File: config.mk
export PLATFORM = sky130hd
export DESIGN_NAME = ps2_scan_rx
export DESIGN_NICKNAME = d
export VERILOG_FILES = /design/src/rtl/ps2_scan_rx.sv
export SDC_FILE = /design/constraint.sdc
export NUM_CORES = 1
export LEC_CHECK = 0
export CORE_MARGIN = 4
export CORE_UTILIZATION = 45
export CTS_BUF_LIST = sky130_fd_sc_hd__clkbuf_8
export DETAILED_ROUTE_END_ITERATION = 8
export PLACE_DENSITY_LB_ADDON = 0.2
export SYNTH_ARGS = -nofsm -noshare
export SYNTH_HDL_FRONTEND = slang
export SYNTH_SLANG_ARGS = --single-unit
File: constraint.sdc
create_clock -name CLK -period 2.8 [get_ports CLK]
set_input_delay 0.7 -clock CLK [delete_from_list [all_inputs] [get_ports CLK]]
set_output_delay 0.7 -clock CLK [all_outputs]
set_load 0.03 [all_outputs]
File: src/rtl/ps2_scan_rx.sv
// PS/2 keyboard receiver: synchronises the PS/2 lines, deframes 11-bit packets,
// folds E0/F0 prefixes into key events and queues them behind a valid/ready port.
module ps2_scan_rx #(
  parameter int unsigned CLK_DIV       = 250,
  parameter int unsigned TIMEOUT_TICKS = 4000,
  parameter int unsigned FIFO_DEPTH    = 8,
  parameter int unsigned CNT_W         = $clog2(FIFO_DEPTH) + 1
) (
  input  logic             CLK,
  input  logic             RST_N,
  input  logic             PS2_CLK,
  input  logic             PS2_DATA,
  output logic             EVENT_VALID,
  input  logic             EVENT_READY,
  output logic [7:0]       EVENT_CODE,
  output logic             EVENT_EXT,
  output logic             EVENT_BREAK,
  output logic [CNT_W-1:0] FIFO_COUNT,
  output logic             ERR_PARITY,
  output logic             ERR_TIMEOUT,
  output logic             OVERFLOW
);

  localparam int unsigned TW = $clog2(CLK_DIV);
  localparam int unsigned IW = $clog2(TIMEOUT_TICKS);
  localparam int unsigned AW = $clog2(FIFO_DEPTH);
  localparam int unsigned EW = 10;

  typedef enum logic [1:0] {S_IDLE, S_SHIFT, S_CHECK} state_t;

  logic [1:0]    clk_sync, dat_sync;
  logic          ps2_clk_s, ps2_dat_s;
  logic [TW-1:0] tick_cnt;
  logic          tick, prev_clk, fall;

  assign ps2_clk_s = clk_sync[1];
  assign ps2_dat_s = dat_sync[1];
  assign tick      = (tick_cnt == TW'(CLK_DIV - 1));
  assign fall      = tick & prev_clk & ~ps2_clk_s;

  // Input synchronisers, sample-tick divider and PS/2 clock edge detector
  always_ff @(posedge CLK or negedge RST_N) begin
    if (!RST_N) begin
      clk_sync <= 2'b11;
      dat_sync <= 2'b11;
      tick_cnt <= '0;
      prev_clk <= 1'b1;
    end else begin
      clk_sync <= {clk_sync[0], PS2_CLK};
      dat_sync <= {dat_sync[0], PS2_DATA};
      tick_cnt <= tick ? '0 : tick_cnt + TW'(1);
      if (tick) prev_clk <= ps2_clk_s;
    end
  end

  // Frame layout after 11 LSB-first shifts: [0]=start, [8:1]=data, [9]=parity, [10]=stop
  function automatic logic frame_ok(input logic [10:0] f);
    return !f[0] && f[10] && (^f[9:1]);
  endfunction

  state_t        state, state_d;
  logic [10:0]   shift_q, shift_d;
  logic [3:0]    bit_cnt, bit_cnt_d;
  logic [IW-1:0] idle_cnt, idle_cnt_d;
  logic          err_par_d, err_to_d;
  logic          byte_vld, byte_vld_d;
  logic [7:0]    byte_q, byte_d;

  always_ff @(posedge CLK or negedge RST_N) begin
    if (!RST_N) begin
      state       <= S_IDLE;
      shift_q     <= '0;
      bit_cnt     <= '0;
      idle_cnt    <= '0;
      ERR_PARITY  <= 1'b0;
      ERR_TIMEOUT <= 1'b0;
      byte_vld    <= 1'b0;
      byte_q      <= '0;
    end else begin
      state       <= state_d;
      shift_q     <= shift_d;
      bit_cnt     <= bit_cnt_d;
      idle_cnt    <= idle_cnt_d;
      ERR_PARITY  <= err_par_d;
      ERR_TIMEOUT <= err_to_d;
      byte_vld    <= byte_vld_d;
      byte_q      <= byte_d;
    end
  end

  // Error strobes are evaluated one cycle early so they line up with CHECK / abort
  always_comb begin
    state_d    = state;
    shift_d    = shift_q;
    bit_cnt_d  = bit_cnt;
    idle_cnt_d = idle_cnt;
    err_par_d  = 1'b0;
    err_to_d   = 1'b0;
    byte_vld_d = 1'b0;
    byte_d     = byte_q;
    unique case (state)
      S_IDLE: begin
        if (fall) begin
          shift_d    = {ps2_dat_s, shift_q[10:1]};
          bit_cnt_d  = 4'd1;
          idle_cnt_d = '0;
          state_d    = S_SHIFT;
        end
      end
      S_SHIFT: begin
        if (fall) begin
          shift_d    = {ps2_dat_s, shift_q[10:1]};
          bit_cnt_d  = bit_cnt + 4'd1;
          idle_cnt_d = '0;
          if (bit_cnt == 4'd10) begin
            state_d   = S_CHECK;
            err_par_d = !frame_ok(shift_d);
          end
        end else if (tick) begin
          if (idle_cnt == IW'(TIMEOUT_TICKS - 1)) begin
            idle_cnt_d = '0;
            err_to_d   = 1'b1;
            state_d    = S_IDLE;
          end else begin
            idle_cnt_d = idle_cnt + IW'(1);
          end
        end
      end
      S_CHECK: begin
        state_d = S_IDLE;
        if (frame_ok(shift_q)) begin
          byte_vld_d = 1'b1;
          byte_d     = shift_q[8:1];
        end
      end
      default: state_d = S_IDLE;
    endcase
  end

  logic          ext_f, brk_f, push;
  logic [EW-1:0] push_data;

  assign push      = byte_vld && (byte_q != 8'hE0) && (byte_q != 8'hF0);
  assign push_data = {ext_f, brk_f, byte_q};

  // Prefix flags; any framing error drops a half-received prefix sequence
  always_ff @(posedge CLK or negedge RST_N) begin
    if (!RST_N) begin
      ext_f <= 1'b0;
      brk_f <= 1'b0;
    end else if (ERR_PARITY || ERR_TIMEOUT) begin
      ext_f <= 1'b0;
      brk_f <= 1'b0;
    end else if (byte_vld) begin
      if (byte_q == 8'hE0) begin
        ext_f <= 1'b1;
      end else if (byte_q == 8'hF0) begin
        brk_f <= 1'b1;
      end else begin
        ext_f <= 1'b0;
        brk_f <= 1'b0;
      end
    end
  end

  logic [EW-1:0]    mem [FIFO_DEPTH];
  logic [AW-1:0]    wr_ptr, rd_ptr;
  logic [CNT_W-1:0] count_d;
  logic             pop, full, wr_en;

  assign pop   = EVENT_VALID && EVENT_READY;
  assign full  = (FIFO_COUNT == CNT_W'(FIFO_DEPTH));
  assign wr_en = push && (!full || pop);
  assign {EVENT_EXT, EVENT_BREAK, EVENT_CODE} = mem[rd_ptr];

  always_comb begin
    count_d = FIFO_COUNT;
    unique case ({wr_en, pop})
      2'b10:   count_d = FIFO_COUNT + CNT_W'(1);
      2'b01:   count_d = FIFO_COUNT - CNT_W'(1);
      default: count_d = FIFO_COUNT;
    endcase
  end

  // Event FIFO; entries reset so the head reads zero straight out of reset
  always_ff @(posedge CLK or negedge RST_N) begin
    if (!RST_N) begin
      for (int i = 0; i < int'(FIFO_DEPTH); i++) mem[i] <= '0;
      wr_ptr      <= '0;
      rd_ptr      <= '0;
      FIFO_COUNT  <= '0;
      EVENT_VALID <= 1'b0;
      OVERFLOW    <= 1'b0;
    end else begin
      if (wr_en) begin
        mem[wr_ptr] <= push_data;
        wr_ptr      <= wr_ptr + AW'(1);
      end
      if (pop) rd_ptr <= rd_ptr + AW'(1);
      FIFO_COUNT  <= count_d;
      EVENT_VALID <= (count_d != '0);
      if (push && !wr_en) OVERFLOW <= 1'b1;
    end
  end

endmodule

=== Yosys cells after proc, flatten, opt, wreduce, memory -nomap -nowiden ===
Cells that the tools add are included.

* Flip-flop bits (word level): 147
* Input bits: 5
* Output and inout port bits: 18

* Add/sub/neg operators: 7
* $lt $le $gt $ge: 3
* Eq/ne operators: 19
* Muxes and demuxes: 39
* Bitwise logic cells: 5
* Reductions and logical operators: 31

{| class="wikitable"
|+ Operator list
! cell !! number
|-
| bitwise mux 80 bit || 1
|-
| two-way mux 12 bit || 4
|-
| binary-select mux 10 bit (select 3 bit) || 1
|-
| demux 10 bit (select 3 bit) || 1
|-
| two-way mux 10 bit || 3
|-
| equality test 8 bit (second input constant) || 3
|-
| one-hot mux 12 bit (2 select lines) || 1
|-
| XOR reduction 9 bit || 2
|-
| two-way mux 1 bit || 17
|-
| inequality test 8 bit (second input constant) || 2
|-
| one-hot mux 4 bit (2 select lines) || 2
|-
| adder 12 x 1 -> 12 bit (second input constant) || 1
|-
| equality test 12 bit (second input constant) || 1
|-
| inequality test 3 bit (second input constant) || 4
|-
| logical AND 1 bit || 10
|-
| two-way mux 2 bit || 5
|-
| adder 4 x 1 -> 4 bit (second input constant) || 2
|-
| adder 8 x 1 -> 8 bit (second input constant) || 1
|-
| equality test 4 bit (second input constant) || 2
|-
| >= comparator 4 bit (second input constant) || 2
|-
| two-way mux 4 bit || 2
|-
| two-way mux 8 bit || 1
|-
| inverter 3 -> 4 bit || 2
|-
| AND reduction 2 bit || 4
|-
| other kinds (17) || 30
|}

=== Depth between registers and ports, before layout ===
* Word-level depth: 7
* Mapped depth: 11

=== Worst setup path after synthesis ===
OpenSTA, ideal clock, no wires.

* Path type: flip-flop to flip-flop
* Start: register byte_q[1]
* End: register FIFO_COUNT[3]
* Setup time: 147 ps
* Data arrival time: 2596 ps
* Data required time: 2653 ps
* Path slack: 57 ps
* Cell stages (with the launch flop): 12
* Clock period less this slack: 2743 ps
* Cell sequence: dfrtp_1 > buf_6 > or4_4 > o21ai_1 > nand2_1 > inv_1 > ha_1 > a21o_1 > a21oi_1 > nand3_1 > o311ai_0 > o21ai_0

* Longest elaborated chain between the ends: 6
* Elaborated cells on any way between the ends: 8

{| class="wikitable"
|+ Ends and longest elaborated chain
! element !! RTL line !! source
|-
| start, declared || 67 || <nowiki>logic [7:0] byte_q, byte_d;</nowiki>
|-
| start signal, assigned || 87 || <nowiki>byte_q <= byte_d;</nowiki>
|-
| inequality test 8 bit || 143 || <nowiki>assign push = byte_vld && (byte_q != 8'hE0) && (byte_q != 8'hF0);</nowiki>
|-
| logical AND 1 bit || 143 ||
|-
| logical AND 1 bit * || 143 ||
|-
| logical AND 1 bit * || 173 || <nowiki>assign wr_en = push && (!full || pop);</nowiki>
|-
| equality test 2 x 1 -> 1 bit / equality test 2 bit (equally long branches) || 178 || <nowiki>unique case ({wr_en, pop})</nowiki>
|-
| one-hot mux 4 bit (2 select lines) * || 178 ||
|-
| net count_d[3] || 168 || <nowiki>logic [CNT_W-1:0] count_d;</nowiki>
|-
| end signal, assigned || 200 || <nowiki>FIFO_COUNT <= count_d;</nowiki>
|-
| end, declared || 18 || <nowiki>output logic [CNT_W-1:0] FIFO_COUNT,</nowiki>
|}

Mark *: on every way through the listed nets, which the timed path passes. The rest lies on a longest branch.
A chain may end at the register's enable or synchronous reset.

=== Worst setup path after layout ===
* Start: register rd_ptr[0]
* End: output EVENT_CODE[7]

* Longest elaborated chain between the ends: 4

{| class="wikitable"
|+ Ends and longest elaborated chain
! element !! RTL line !! source
|-
| start, declared || 167 || <nowiki>logic [AW-1:0] wr_ptr, rd_ptr;</nowiki>
|-
| start signal, assigned || 199 || <nowiki>if (pop) rd_ptr <= rd_ptr + AW'(1);</nowiki>
|-
| inverter 3 -> 4 bit (not written as such) || 174 || <nowiki>assign {EVENT_EXT, EVENT_BREAK, EVENT_CODE} = mem[rd_ptr];</nowiki>
|-
| binary-select mux 10 bit (select 3 bit) || 174 ||
|-
| two-way mux 10 bit (not written as such) (2 in series) || 174 ||
|-
| end, declared || 15 || <nowiki>output logic [7:0] EVENT_CODE,</nowiki>
|}

Every way passes these cells. The select of a mux whose other input is x is not followed.

==> flow_summary_export.csv <==
group,metric,value,unit
run_status,status,"complete, no violations",
clock_tree,cts_made_buffers,17,
synthesis,ys.flop_type,"dfrtp_1",
synthesis,synth_top_cell_area_share,51.41,%
flow_run,cap_violations,0,
critical_path,critPathCaptureType,"output port",
sta,period_share,98.44,%
placed_design,numPortBuffers,22,
sta,postLayoutSetupSlackWorst,0.04376,ns
critical_path,cp.required,2.10,ns
synthesis,synth_seq_cells,147,
synthesis,syn_inst,529,
synthesis,yosys_warnings,0,
pwr,sequentialPowerShare,45.3,%
final_layout,num-nets-final,592,
pwr,p_per_area,624.6,nW/um2
global_route,antenna_found_initial,0,
critical_path,critical_path_buf_inv_count,3,
routing,viasPerCell,5.472,
synthesis,async_flop_share,100.0,%
floorplanning,num_rows,45,
synthesis,syn_avg_cell_area,13.07,um2
final_layout,syn_to_final_growth,15.44,%
routing,drtIter0Drc,190,
clock_tree,hold_buffers,0,
floorplanning,die_h,131.9,um
synthesis,syn-cell-area,6912,um2
sta,fmax,362.8,MHz
synthesis,ys_seq_area_share,53.31,%
clock_tree,clk_latency,0.44,ns
routing,drtAntennaViolNets,0,
pwr,ir_worst_vdd,0.3170,mV
global_route,overflow,0,
clock_tree,clk_pin_slew,0.08,ns
global_route,grt_usage,16.97,%
placed_design,pre_cts_ws,-0.08647,ns
clock_tree,cts_sinks,147,
pwr,pwr-share-clk,33.2,%
pwr,p_switching,1.387,mW
critical_path,crit_path_cell_trace,"buf_4, buf_16, mux4_2, mux2_2, buf_4",
floorplanning,initial_utilization,45.63,%
routing,routedWlPerCell,17.78,um
critical_path,path_class,"flip-flop to output port",
final_layout,diodes,0,
sta,final-setup-viol-count,0,
sta,relSlewSlack,53.44,%
sta,finalCriticalPeriod,2.756,ns
routing,drt_pass1_iterations,4,
routing,vias,4257,
placed_design,place_hpwl,9.154,mm
sta,worst_slew_pin_slew,0.6897,ns
routing,totalWireLength,13.83,mm
placed_design,dp.cells,742,
critical_path,crit_path_top_delay_cell,"mux4_2",
pwr,power.internal,3.596,mW
sta,rsz0062_at_grt,"yes",
routing,drc,0,
placed_design,place.gp.congestion,0.8202,
synthesis,synth_top_area_cell,"dfrtp_1",
final_layout,layout-drive-gt1-share,34.41,%
global_route,grt_max_degree,68,
global_route,first_global_vias,4475,
sta,final-hold-violation-count,0,
critical_path,cp_common_cell,"buf_4",
global_route,grt_pass1_wl,23.22,mm
floorplanning,core_area,15150,um2
floorplanning,dieWidth,131.9,um
critical_path,worstPathMaxFanout,6,
critical_path,cpPeakStageDelay,0.49,ns
pwr,leakage,3.814,nW
pwr,comb_power_share,21.5,%
clock_tree,cts_max_path_buffers,2,
synthesis,synth_edf_count,0,
clock_tree,root_buffer,"clkbuf_8",
critical_path,startpoint_type,"flip-flop",
synthesis,synth_nets,544,
critical_path,cp.arrival,2.06,ns
critical_path,path_delay_family,"multiplexers",
synthesis,ys_types,59,
critical_path,r2r_slack,0.20,ns
final_layout,stdcell_count,778,
pwr,switching_share,27.84,%
hold_path,min-delay-path-class,"input port to asynchronous set/reset pin",
floorplanning,dieArea,17410,um2
synthesis,synth.area.top_cells,"dfrtp_1, mux2_2, mux4_2",
final_layout,fillerInstances,1297,
sta,skew,0.008182,ns
clock_tree,cts_tree,"done",
sta,drv_slew,0,
floorplanning,io-pin-count,23,
clock_tree,ctsHtreeMaxLevel,4,
[final cells by class]
cell class | count | area, um2 | area share (%)
Inverter | 13 | 48.80 | 0.6116
Sequential cell | 147 | 3686 | 46.20
Clock inverter | 11 | 112.6 | 1.411
Timing Repair Buffer | 55 | 548.0 | 6.868
Clock buffer | 21 | 289.0 | 3.622
Tap cell | 188 | 235.2 | 2.948
Multi-Input combinational cell | 343 | 3059 | 38.34
[cells by family after synthesis]
group | count (synthesis) | synth area share, %
DFF | 147 | 53.31
muxes | 122 | 23.68
adders and majority gates | 10 | 1.919
AOI/OAI and AO/OA | 45 | 3.983
buffers and inverters | 39 | 2.824
and+or+nand+nor | 142 | 11.24
xor gates and xnor gates | 24 | 3.041
[layer usage]
| layer | GRT usage (%) | wire length (um) | vias up |
|---|---|---|---|
| met2 | 28.51 | 7015 | 53 |
| met5 | 0 | 0 | - |
| met3 | 3.969 | 357 | 19 |
| met1 | 21.79 | 6285 | 2196 |
| li1 | - | - | 1989 |
| met4 | 5.601 | 172 | 0 |
[power by group through the flow]
stage	Clock (mW)	Combinational, mW	Sequential [mW]
after CTS	1.71	1.08	2.25
after global routing	1.82	1.16	2.27
final	1.66	1.07	2.26
after detailed placement	0	0.963	2.29
after global placement	0	0.944	2.29
after floorplan	0	0.515	2.36
[metrics by stage]
step                cell area (um2)  hold WS, ns  util, %  power (mW)  TNS [ns]
floorplan                      6912       0.3452        -       2.871         0
global placement               7507       0.3470    49.57       3.237         0
detailed placement             7507       0.3485    49.57       3.256   -0.1454
CTS                            7963       0.2610    52.57       5.047         0
global route                   7979       0.2603    52.68       5.240   -0.2363
finish                         7979       0.2251    52.68       4.983         0
[repair_timing]
action / 4_1_cts / 5_1_grt
endpoints found under the setup margin: 10 / 11
setup buffers: 3 / 0
resized for setup: 40 / 17
cloned: 1 / 0
[synth_stat cells (all sizes together) (5+ instances only)]
| library cell | n |
|---|---|
| clkbuf | 13 |
| dfrtp | 142 |
| mux2 | 99 |
| buf | 13 |
| mux4 | 20 |
| nor2 | 27 |
| ha | 9 |
| dfstp | 5 |
| inv | 13 |
| nand2 | 56 |
| nand3 | 12 |
| nor4 | 6 |
| xnor2 | 20 |
| o21ai | 20 |
| nor3 | 8 |
| a21oi | 11 |
| nand4 | 6 |
[worst register-to-register path, cell delays in order, from the launching register on]
cell and delay [ns]:
dfrtp_1 0.38, or4_4 0.55, o21ai_2 0.22, nand2_1 0.10, inv_1 0.14, ha_1 0.25, a21o_1 0.19, a21oi_2 0.25
nand3_1 0.11, o311ai_0 0.13, o21ai_0 0.15
[sequential cells by signal, indices dropped and copies added, names as in the netlist, 2 cells and up]
| name | count |
|---|---|
| FIFO_COUNT | 4 |
| bit_cnt | 4 |
| byte_q | 8 |
| clk_sync | 2 |
| dat_sync | 2 |
| idle_cnt | 12 |
| mem | 80 |
| rd_ptr | 3 |
| shift_q | 11 |
| state | 2 |
| tick_cnt | 8 |
| wr_ptr | 3 |
[worst paths after layout]
kind / from / to / depth (start not counted)
hold / removal: RST_N / FIFO_COUNT[1] / 1
setup reg to reg: byte_q[1] / FIFO_COUNT[3] / 10
setup / recovery: rd_ptr[0] / EVENT_CODE[7] / 5
max in group asynchronous: RST_N / dat_sync[1] / 2
min in group CLK: clk_sync[0] / clk_sync[1] / 0
hold reg to reg: clk_sync[0] / clk_sync[1] / 0
[cells in the final DEF (no fill, tap or decap), types with 7 or more instances in the layout]
cell type / count
xnor2_1: 20
mux2_2: 76
mux2_4: 12
dfrtp_1: 141
nor3_1: 7
buf_4: 30
nand3_1: 11
mux4_2: 20
mux2_1: 11
clkbuf_8: 21
ha_1: 9
o21ai_0: 18
clkdlybuf4s50_1: 11
inv_1: 16
nand2_1: 55
nor2_1: 27
a21oi_1: 10
(Power assumes the default switching activity.)
